**src/rtl/gb_instr_issuer.sv**
```systemverilog
// gb_instr_issuer: buffers instructions in a FIFO and issues them to gbprocessor one at a time.
// Define GB_ISSUER_STATS_EN to add the issued_count and stall_count outputs.
module gb_instr_issuer #(
    parameter int DEPTH     = 8,
    parameter int PROBE_LAT = 4,
    parameter int IW        = 8,
    parameter int PW        = 8
) (
    input  logic          clock,
    input  logic          reset,
    input  logic          in_valid,
    output logic          in_ready,
    input  logic [IW-1:0] in_data,
    output logic [IW-1:0] instruction,
    output logic          valid,
    input  logic [PW-1:0] probe,
    output logic          res_valid,
    input  logic          res_ready,
    output logic [IW-1:0] res_instr,
    output logic [PW-1:0] res_probe,
    output logic          busy
`ifdef GB_ISSUER_STATS_EN
    ,
    output logic [15:0]   issued_count,
    output logic [15:0]   stall_count
`endif
);

    localparam int AW = $clog2(DEPTH);
    localparam int CW = (PROBE_LAT > 1) ? $clog2(PROBE_LAT) : 1;
    localparam logic [AW:0]   FULL_CNT = (AW + 1)'(DEPTH);
    localparam logic [CW-1:0] LAT_INIT = CW'(PROBE_LAT - 1);

    typedef enum logic [1:0] {
        S_IDLE,
        S_ISSUE,
        S_WAIT,
        S_REPORT
    } state_t;

    state_t        state;
    logic [CW-1:0] lat_cnt;

    logic [IW-1:0] mem [DEPTH];
    logic [AW-1:0] wr_ptr;
    logic [AW-1:0] rd_ptr;
    logic [AW:0]   count;

    logic          push;
    logic          pop;
    logic          empty;
    logic [IW-1:0] head;

    // Acceptance depends only on registered occupancy, never on a same-cycle pop.
    assign in_ready = (count != FULL_CNT);
    assign empty    = (count == '0);
    assign push     = in_valid && in_ready;
    assign pop      = (state == S_IDLE) && !empty;
    assign head     = mem[rd_ptr];
    assign busy     = (state != S_IDLE) || !empty;

    // FIFO storage; contents need no reset because count gates every read.
    always_ff @(posedge clock) begin
        if (push) begin
            mem[wr_ptr] <= in_data;
        end
    end

    // FIFO pointers wrap naturally at DEPTH; occupancy is tracked separately.
    always_ff @(posedge clock or posedge reset) begin
        if (reset) begin
            wr_ptr <= '0;
            rd_ptr <= '0;
            count  <= '0;
        end else begin
            if (push) begin
                wr_ptr <= wr_ptr + 1'b1;
            end
            if (pop) begin
                rd_ptr <= rd_ptr + 1'b1;
            end
            unique case ({push, pop})
                2'b10:   count <= count + 1'b1;
                2'b01:   count <= count - 1'b1;
                default: count <= count;
            endcase
        end
    end

    // Issue, latency wait, probe capture and result handshake sequencing.
    always_ff @(posedge clock or posedge reset) begin
        if (reset) begin
            state       <= S_IDLE;
            lat_cnt     <= '0;
            valid       <= 1'b0;
            instruction <= '0;
            res_valid   <= 1'b0;
            res_instr   <= '0;
            res_probe   <= '0;
        end else begin
            unique case (state)
                S_IDLE: begin
                    if (pop) begin
                        instruction <= head;
                        res_instr   <= head;
                        valid       <= 1'b1;
                        lat_cnt     <= LAT_INIT;
                        state       <= S_ISSUE;
                    end else begin
                        valid <= 1'b0;
                    end
                end
                S_ISSUE: begin
                    valid <= 1'b0;
                    if (lat_cnt == '0) begin
                        res_probe <= probe;
                        res_valid <= 1'b1;
                        state     <= S_REPORT;
                    end else begin
                        lat_cnt <= lat_cnt - 1'b1;
                        state   <= S_WAIT;
                    end
                end
                S_WAIT: begin
                    if (lat_cnt == '0) begin
                        res_probe <= probe;
                        res_valid <= 1'b1;
                        state     <= S_REPORT;
                    end else begin
                        lat_cnt <= lat_cnt - 1'b1;
                    end
                end
                S_REPORT: begin
                    if (res_ready) begin
                        res_valid <= 1'b0;
                        state     <= S_IDLE;
                    end
                end
                default: begin
                    state <= S_IDLE;
                end
            endcase
        end
    end

`ifdef GB_ISSUER_STATS_EN
    // Issue counter wraps; stall counter saturates while a result is refused.
    always_ff @(posedge clock or posedge reset) begin
        if (reset) begin
            issued_count <= '0;
            stall_count  <= '0;
        end else begin
            if (pop) begin
                issued_count <= issued_count + 16'd1;
            end
            if ((state == S_REPORT) && !res_ready && (stall_count != 16'hFFFF)) begin
                stall_count <= stall_count + 16'd1;
            end
        end
    end
`else
    // Statistics counters are not present in this build.
`endif

endmodule

```
**config.mk**
```make
export PLATFORM = sky130hd
export DESIGN_NAME = gb_instr_issuer
export DESIGN_NICKNAME = d
export VERILOG_FILES = /design/src/rtl/gb_instr_issuer.sv
export SDC_FILE = /design/constraint.sdc
export NUM_CORES = 1
export LEC_CHECK = 0
export CAP_MARGIN = 20
export CORE_MARGIN = 2
export CORE_UTILIZATION = 50
export CTS_BUF_LIST = sky130_fd_sc_hd__clkbuf_8 sky130_fd_sc_hd__clkbuf_16
export DETAILED_ROUTE_END_ITERATION = 12
export PLACE_DENSITY = 0.75
export SYNTH_ARGS = -nofsm -noshare
export SYNTH_HDL_FRONTEND = slang
export SYNTH_SLANG_ARGS = --single-unit
```
**constraint.sdc**
```tcl
create_clock -name clock -period 2.4 [get_ports clock]
set_input_delay 0.48 -clock clock [delete_from_list [all_inputs] [get_ports clock]]
set_output_delay 0.48 -clock clock [all_outputs]
set_load 0.005 [all_outputs]
```
==> results_dict.tcl <==
set metrics [dict create \
    coreArea_sq_um 8090 \
    hold_violations 0 \
    synth_seq_cells 96 \
    r2r_cells 10 \
    ff_latch_area_sq_um 2720 \
    min_path_type "in2async" \
    cap_violations 0 \
    leakagePower_nw 1.89 \
    yosysMostFrequentCell "edfxtp_1" \
    critical_path_class "reg2out" \
    synth-edff-count 64 \
    synth_commonest_cells "edfxtp_1, dfrtp_1, mux2_2" \
    cts.sinks 96 \
    pwr_density_cell_nw_per_um2 1260 \
    yosys.area_share.xor_xnor_pct 1.91 \
    crit_path_start_kind "flip-flop" \
    final-setup-viol-count 0 \
    path_clk_slew_ns 0.09 \
    synth_warnings 0 \
    synth_top_area_share_pct 46.5 \
    max_freq_ghz 0.437 \
    post-route-period-util_pct 95.3 \
    synth_ff_type "edfxtp_1" \
    rrSetupSlack_ns 0.24 \
    routed-via-count 2332 \
    synth.distinct_cells 41 \
    place_worst_setup_slack_ns 0.0588 \
    grt_max_degree 33 \
    cts_buffer_depth 2 \
    holdWs_ns 0.499 \
    n_fill_cell 627 \
    cp.required_ns 1.92 \
    synth_top_family_by_area "multiplexers" \
    cts_tree "built" \
    track_usage_pct 16.9 \
    nNetsFinal 362 \
    fin_ws_ns 0.112 \
    r2r_start "count[1]$_DFFE_PP0P_" \
    outcome "finished clean" \
    synth_compound_area_share_pct 6.72 \
    critPathArrivalTime_ns 1.81 \
    endpoint_kind "output port" \
    grt_overflow 0 \
    tns_ns 0 \
    cts_buffers 9 \
    p_int_mw 4.23 \
    netlist_top_cells_area "edfxtp_1, dfrtp_1, mux2_2" \
    max_stage_delay_ns 0.51 \
    cp_max_fo 7 \
    place_hpwl_microns 4870 \
    place.port_buffers 47 \
    crit_family "buffers and inverters" \
    io_pins 48 \
    synth_fp_nets 300 \
    drv_slew 0 \
    htreeDepth 3 \
    root_buffer "clkbuf_8" \
    postSynthAreaPerCell_sq_um 15.3 \
    n_antenna_cell 0 \
    pwr-share-clk_pct 18.7 \
    seqPwrFrac_pct 40.1 \
    power_mw 6.25 \
    crit_buf_inv 3 \
    synth_adder_area_share_pct 3.03 \
    slew_headroom_pct 54.8 \
    die_area_sq_um 9010 \
    grt_pass1_wl_microns 11300 \
    finalWirelength_microns 7050 \
    finalCriticalPeriod_ns 2.29 \
    post-route-drc-count 0 \
    grt_antenna_before_repair 0 \
    synth_simple_gate_area_share_pct 6.72 \
    netlist_instances 270 \
    drive_gt1_share_pct 23.1 \
    rsz0062_at_grt "no" \
    grt_pass1_vias 2298 \
    synth_mux_area_share_pct 11.3 \
    row_count 33 \
    die_w_microns 94.9 \
    rr_endpoint "count[2]$_DFFE_PP0P_" \
    async_flop_share_pct 33.3 \
    sw_frac_of_total_pct 32.3 \
    ant_nets 0 \
    p_sw_mw 2.01 \
    worst_pin_slew_ns 0.677 \
    slowest_stage "clkdlybuf4s50_1" \
    fp.dieH_microns 94.9 \
    pwr-share-comb_pct 41.2 \
    synth_area_sq_um 4130 \
    hold_buffers 0 \
    synth_top_area_cell "edfxtp_1" \
    syn_to_final_growth_pct 20.1 \
    initial_core_util_pct 51.1 \
    clk_latency_ns 0.35 \
    finClkSkew_ns 0.00829 \
    multi_input_area_sq_um 1230 \
    firstDrtPassIters 4 \
    worstPathCellList "inv_1 > ha_1 > buf_4 > nand2_2 > clkdlybuf4s50_1" \
    wire_per_inst_microns 16.0 \
    ir_worst_vdd_mv 0.499 \
    routabilityCongestion 0.746 \
    viasPerCell 5.28 \
    drtIter0Drc 75 \
    ys_seq_area_share_pct 65.9 \
]
==> routing by layer <==
metal / vias up / track usage, % / share of wire, %
met2: 68 / 27.7 / 48
met5: - / 0 / 0
met4: 0 / 6.16 / 1.0
met1: 1130 / 22.1 / 45
li1: 1128 / - / -
met3: 6 / 4.07 / 5.8
==> worst max path at each step <==
stage                     depth (start not counted)              endpoint            startpoint  slack, ns
after detailed placement                          7  count[3]$_DFFE_PP0P_              in_valid       0.06
after floorplan                                  11  count[2]$_DFFE_PP0P_  count[1]$_DFFE_PP0P_        0.1
after global placement                            9  count[2]$_DFFE_PP0P_              in_valid       0.17
after global routing                              5                  busy  state[1]$_DFFE_PP0P_       0.04
final                                             5                  busy  state[1]$_DFFE_PP0P_       0.11
after CTS                                         5                  busy  state[1]$_DFFE_PP0P_       0.03
==> cell families (layout without fill, tap and decap cells) <==
family | after synthesis | after routing
flip-flops | 96 | 96
AND/OR/NAND/NOR | 53 | 53
multiplexers | 43 | 43
AO/OA/AOI/OAI | 35 | 35
buffers and inverters | 24 | 91
adder cells (fa/ha/maj) | 10 | 10
XOR/XNOR | 9 | 9
==> worst register-to-register path, stage by stage, from the launching register on <==
cell and delay (ns):
dfrtp_1 0.42, nor4_4 0.33, nand2b_1 0.18, inv_2 0.07
ha_1 0.21, xor2_1 0.15, ha_1 0.17, a21oi_1 0.14
xor2_1 0.16, nor2_1 0.06, xor2_1 0.15
==> placed cells by master, fill, tap and decap left out, drive strengths merged, types with 8 or more instances in the layout <==
cell	count
a221o	8
o22ai	8
clkbuf	10
o21ai	8
buf	20
ha	10
edfxtp	64
nor2	9
mux2	27
mux2i	16
inv	10
clkdlybuf4s50	47
nand2	19
dfrtp	32
==> power groups by stage <==
stage               Combinational (mW)  Clock, mW  Sequential [mW]
floorplan                         1.80          0             2.53
global placement                  2.47          0             2.53
detailed placement                2.54          0             2.55
CTS                               2.57       1.19             2.51
global route                      2.85       1.26             2.56
finish                            2.57       1.17             2.51
==> state kept, by name (all words and copies together), names as in the netlist <==
register,count
valid,1
count,4
res_valid,1
state,2
res_instr,8
res_probe,8
lat_cnt,2
mem,64
rd_ptr,3
wr_ptr,3
==> stage by stage <==
stage	instance area, sq um	util (%)	cells
global route	4960	61.3	442
finish	4960	61.3	442
CTS	4940	61.1	440
detailed placement	4710	58.2	423
global placement	4710	58.2	423
floorplan	4130	-	270
==> area by class of cell <==
type	count	area share, %
flip-flops and latches	96	54.8
multi-input cells	150	24.8
repair buffers	67	12.5
clock buffers	10	2.77
well taps	105	2.65
clock inverters	6	1.79
inverters	8	0.605
==> timing repair <==
item,in CTS,in global routing
setup endpoints to repair,1,2
buffers inserted,1,2
pin swaps,0,0
gates resized for setup,0,2
Power figures use the tool's default switching activity.
